===== src/rtl/bounce_generator.sv =====
`default_nettype none
// ============================================================================
// Module      : bounce_generator
// Description : Switch-bounce emulator. Each channel follows a clean level
//               command, but every accepted level change first produces a
//               window of pseudo-random toggles on glitchy_out. The output
//               then settles to the commanded level. All channels share one
//               16-bit Fibonacci LFSR, and each channel draws its hold length
//               from its own LFSR slice.
//               WIDTH*HOLD_BITS must not exceed 16.
//               Optional feature macro: BOUNCE_GEN_BYPASS_EN. When it is
//               defined, a bypass input passes clean_in straight to the
//               registered output.
// Revision    : 1.0 - initial release
// ============================================================================
module bounce_generator #(
  parameter int          WIDTH         = 2,
  parameter int          BOUNCE_CYCLES = 40,
  parameter int          HOLD_BITS     = 3,
  parameter logic [15:0] SEED          = 16'hACE1
) (
  input  logic             clk,
  input  logic             rst_n,
`ifdef BOUNCE_GEN_BYPASS_EN
  input  logic             bypass,
`endif
  input  logic [WIDTH-1:0] clean_in,
  output logic [WIDTH-1:0] glitchy_out,
  output logic [WIDTH-1:0] busy
);

  localparam int C_BCW = $clog2(BOUNCE_CYCLES) + 1;
  localparam int C_HCW = HOLD_BITS + 1;

  // An all-zero LFSR would lock up, so a zero seed is replaced by 1.
  localparam logic [15:0]      C_SEED  = (SEED == 16'h0000) ? 16'h0001 : SEED;
  localparam logic [C_BCW-1:0] C_BLOAD = C_BCW'(BOUNCE_CYCLES - 1);

  localparam logic [0:0] S_IDLE   = 1'b0;
  localparam logic [0:0] S_BOUNCE = 1'b1;

  logic [15:0] r_lfsr;
  logic        w_bypass;

`ifdef BOUNCE_GEN_BYPASS_EN
  assign w_bypass = bypass;
`else
  assign w_bypass = 1'b0;
`endif

  // Shared LFSR advances every cycle once out of reset.
  always_ff @(posedge clk) begin
    if (!rst_n) begin
      r_lfsr <= C_SEED;
    end else begin
      r_lfsr <= {r_lfsr[14:0], r_lfsr[15] ^ r_lfsr[13] ^ r_lfsr[12] ^ r_lfsr[10]};
    end
  end

  genvar gi;
  generate
    for (gi = 0; gi < WIDTH; gi++) begin : g_ch
      logic [0:0]       r_state;
      logic [0:0]       w_state_nxt;
      logic             r_out;
      logic             w_out_nxt;
      logic             r_tgt;
      logic             w_tgt_nxt;
      logic [C_BCW-1:0] r_bcnt;
      logic [C_BCW-1:0] w_bcnt_nxt;
      logic [C_HCW-1:0] r_hcnt;
      logic [C_HCW-1:0] w_hcnt_nxt;
      logic [C_HCW-1:0] w_draw;
      logic             w_busy;

      // Hold draw minus one: the counter runs from h-1 down to 0.
      assign w_draw = {1'b0, r_lfsr[gi*HOLD_BITS +: HOLD_BITS]};

      // Channel state register; reset aborts any bounce in progress.
      always_ff @(posedge clk) begin
        if (!rst_n) begin
          r_state <= S_IDLE;
          r_out   <= 1'b0;
          r_tgt   <= 1'b0;
          r_bcnt  <= '0;
          r_hcnt  <= '0;
        end else begin
          r_state <= w_state_nxt;
          r_out   <= w_out_nxt;
          r_tgt   <= w_tgt_nxt;
          r_bcnt  <= w_bcnt_nxt;
          r_hcnt  <= w_hcnt_nxt;
        end
      end

      // Next-state logic: start, restart, toggle or settle the bounce window.
      always_comb begin
        w_state_nxt = r_state;
        w_out_nxt   = r_out;
        w_tgt_nxt   = r_tgt;
        w_bcnt_nxt  = r_bcnt;
        w_hcnt_nxt  = r_hcnt;
        if (w_bypass) begin
          w_state_nxt = S_IDLE;
          w_out_nxt   = clean_in[gi];
          w_tgt_nxt   = clean_in[gi];
          w_bcnt_nxt  = '0;
          w_hcnt_nxt  = '0;
        end else begin
          case (r_state)
            S_IDLE: begin
              if (clean_in[gi] != r_out) begin
                w_state_nxt = S_BOUNCE;
                w_tgt_nxt   = clean_in[gi];
                w_out_nxt   = ~r_out;
                w_bcnt_nxt  = C_BLOAD;
                w_hcnt_nxt  = w_draw;
              end
            end
            S_BOUNCE: begin
              if (clean_in[gi] != r_tgt) begin
                // The command moved again: restart the window. The hold
                // counter keeps running and rests at zero if it is already
                // there, so it cannot wrap.
                w_tgt_nxt  = clean_in[gi];
                w_bcnt_nxt = C_BLOAD;
                if (r_hcnt != '0) begin
                  w_hcnt_nxt = r_hcnt - 1'b1;
                end
              end else if (r_bcnt == '0) begin
                w_out_nxt   = r_tgt;
                w_state_nxt = S_IDLE;
              end else if (r_hcnt == '0) begin
                w_out_nxt  = ~r_out;
                w_hcnt_nxt = w_draw;
                w_bcnt_nxt = r_bcnt - 1'b1;
              end else begin
                w_hcnt_nxt = r_hcnt - 1'b1;
                w_bcnt_nxt = r_bcnt - 1'b1;
              end
            end
            default: begin
              w_state_nxt = S_IDLE;
            end
          endcase
        end
      end

      // Outputs: busy only while bouncing (and never while bypassed).
      always_comb begin
        w_busy = (r_state == S_BOUNCE) && !w_bypass;
      end

      assign busy[gi]        = w_busy;
      assign glitchy_out[gi] = r_out;
    end
  endgenerate

endmodule
`default_nettype wire


===== config.mk =====
export PLATFORM = sky130hd
export DESIGN_NAME = bounce_generator
export DESIGN_NICKNAME = d
export VERILOG_FILES = /design/src/rtl/bounce_generator.sv
export SDC_FILE = /design/constraint.sdc
export NUM_CORES = 1
export LEC_CHECK = 0
export BUFFER_PORTS_ARGS = -buffer_cell sky130_fd_sc_hd__buf_2
export CAP_MARGIN = 20
export CORE_ASPECT_RATIO = 0.6
export CORE_MARGIN = 2
export CORE_UTILIZATION = 55
export CTS_BUF_LIST = sky130_fd_sc_hd__clkbuf_4 sky130_fd_sc_hd__clkbuf_8 sky130_fd_sc_hd__clkbuf_16
export CTS_CLUSTER_SIZE = 25
export DETAILED_ROUTE_END_ITERATION = 6
export PLACE_DENSITY = 0.72
export SLEW_MARGIN = 20
export SYNTH_ARGS = -nofsm -noshare
export SYNTH_HDL_FRONTEND = slang
export SYNTH_SLANG_ARGS = --single-unit

===== constraint.sdc =====
create_clock -name clk -period 1.9 [get_ports clk]
set_input_delay 0.38 -clock clk [delete_from_list [all_inputs] [get_ports clk]]
set_output_delay 0.38 -clock clk [all_outputs]
set_load 0.005 [all_outputs]

==> results_dict.tcl <==
set metrics [dict create \
    status "finished, final reports clean" \
    clkTransAtPathRegs_ps 90 \
    finalSetupViolations 0 \
    antenna_cells 0 \
    hp-start "r_lfsr[14]" \
    place.gp.congestion 0.809 \
    rrSetupSlack_ps 90 \
    timing.rr.start "g_ch[0].r_hcnt[0]" \
    finalCritPeriodShare_pct 95.1 \
    synthCells 253 \
    path_class "reg -> reg" \
    synth_area_um2 2260 \
    cts_buffers 5 \
    p_leak_nw 1.04 \
    cts.sinks 44 \
    drt_wl_total_um 4570 \
    ys_seq_area_share_pct 38.9 \
    p_seq_share_pct 38.7 \
    detail_route.wl_per_cell_um 14.3 \
    wl_met2_um 1790 \
    synth_edf_count 0 \
    cp_max_fo 8 \
    drc_errors 0 \
    drive_above_1_share_pct 19.3 \
    wl_met1_um 2570 \
    crit_arrival_ps 2050 \
    required_ps 2140 \
    grt_max_degree 23 \
    fin_crit_ps 1810 \
    max_freq_ghz 0.554 \
    vias_per_cell 5.45 \
    synth_nets 263 \
    first_global_vias 1484 \
    ys.warnings.count 0 \
    cts_tree "done" \
    final_cell_mix "dfxtp_1, nor2_1, inv_1, buf_4" \
    grt_usage_pct 20.5 \
    ir_drop_mv 0.686 \
    grt_pass1_wl_um 7290 \
    firstDrtPassIters 4 \
    final_common_cell "dfxtp_1" \
    cts_root_buffer "clkbuf_8" \
    maxSlewHeadroom_pct 68.3 \
    tns_ps 0 \
    dieWidth_um 86.8 \
    ys.flop_type "dfxtp_1" \
    core_um2 4030 \
    drv_cap 0 \
    report.final.slew_viol_count 0 \
    antenna_found_initial 0 \
    power.internal_mw 2.06 \
    p_comb_share_pct 37.1 \
    ioPinCount 8 \
    initial_core_util_pct 56.1 \
    power_frac_clock_pct 24.2 \
    h-tree-depth 2 \
    grt.overflow.total 0 \
    numPortBuffers 7 \
    route.met3.wl_um 182 \
    die_h_um 53.7 \
    ant_nets 0 \
    syn2layout_area_growth_pct 14.0 \
    holdCritPathClass "reg -> reg" \
    layout.nets 278 \
    swShare_pct 35.0 \
    critPathCaptureType "flip-flop" \
    num_vias 1737 \
    finalHoldViolCount 0 \
    fp.dieArea_um2 4660 \
    power_density_nw_per_um2 1230 \
    cts_buffer_depth 2 \
    critPathLaunchType "flip-flop" \
    switching_power_mw 1.11 \
    row_count 18 \
    clk_latency_ps 300 \
    dp_cells 310 \
    syn_avg_cell_area_um2 8.95 \
    synth_async_sr_flop_share_pct 0 \
    hpwl_um 3040 \
    dr.max_layer_used "met4" \
    startpoint "g_ch[0].r_hcnt[0]" \
    fin_cells 319 \
    ys_types 53 \
    worst_clock_skew_ps 10.2 \
    tightest_slew_ps 475 \
    ys_ff_latch 44 \
    drt_iter0_markers 146 \
]
[cells in the mapped netlist (all sizes together), types with 2 or more instances]
master	count	area share, %
a21bo	2	0.88
buf	9	2.4
ha	6	3.3
a21boi	2	0.66
nor4	2	1.9
or3	2	0.55
nor2	24	4.0
dfxtp	44	39
clkbuf	5	0.88
inv	16	2.7
nand4	2	0.55
a211oi	4	1.5
mux2i	4	1.8
o21ai	9	2.0
nor2b	6	1.7
nor3b	2	0.66
a32oi	2	0.77
nor3	3	0.66
o211ai	7	2.3
nand2b	11	3.0
and2	8	2.2
or2	3	0.83
xor2	13	5.0
a311oi	7	3.0
xnor2	6	2.3
a31oi	5	1.7
nand2	14	2.3
a21o	3	1.1
o21a	3	0.99
a21oi	14	3.1
[stage by stage]
step	utilization, %	hold WS, ps	worst slack (ps)	total power [mW]	area, um2
2_1_floorplan	-	386	118	2.05	2260
3_3_place_gp	59.3	391	3.89	2.29	2390
3_5_place_dp	59.3	403	-77.6	2.31	2390
4_1_cts	62.6	422	7.30	3.09	2520
5_1_grt	64.0	446	-1.76	3.36	2580
6_report	64.0	416	93.7	3.17	2580
[metal layers]
metal / track usage, % / up-vias
li1: - / 909
met1: 31.0 / 796
met2: 28.0 / 30
met3: 5.52 / 2
met4: 6.25 / 0
met5: 0 / -
[power by group through the flow]
stage                     Combinational (mW)  Sequential, mW  Clock, mW
after floorplan                        0.858            1.19          0
after global placement                  1.06            1.23          0
after detailed placement                1.07            1.23          0
after CTS                               1.10            1.21      0.783
after global routing                    1.31            1.24      0.810
final                                   1.18            1.22      0.766
[flip-flops by register name (all words and copies together) (netlist names)]
signal        flops
g_ch.r_out        2
r_lfsr           16
g_ch.r_hcnt       8
g_ch.r_state      2
g_ch.r_bcnt      14
g_ch.r_tgt        2
[worst max-delay path: stages (launching register included)]
cell and delay (ps):
dfxtp_1 350, inv_2 60, ha_2 190, and4bb_2 230, a311oi_2 270, o31ai_4 150, or3_1 360, a21oi_1 130
[cell type report]
| class | instances | area [um2] |
|---|---|---|
| fill | 340 | 1450 |
| multi-input combinational | 178 | 1300 |
| sequential | 44 | 881 |
| timing repair buffer | 22 | 148 |
| clock buffer | 6 | 82.6 |
| inverter | 17 | 63.8 |
| tap | 50 | 62.6 |
| clock inverter | 2 | 38.8 |
[worst paths after layout]
kind,end,depth (start not counted)
worst max register to register,g_ch[0].r_hcnt[3],7
worst min-delay path,r_lfsr[15],1
worst max-delay path,g_ch[0].r_hcnt[3],7
worst min register to register,r_lfsr[15],1
[logic make-up after synthesis]
family / count (synthesis) / synth area share, %
buffers and inverters: 31 / 6.14
DFF: 44 / 38.9
adders and majority gates: 6 / 3.32
muxes: 5 / 2.27
AOI/OAI and AO/OA: 66 / 21.6
xor gates and xnor gates: 19 / 7.35
and+or+nand+nor: 82 / 20.5
[repair_timing]
item / in CTS / in global routing
setup endpoints to repair: 3 / 15
hold buffers: 0 / 0
gates resized for setup: 2 / 10
buffers inserted: 0 / 1
pin swaps: 0 / 3
No activity file was read; power rests on OpenSTA's default activity.
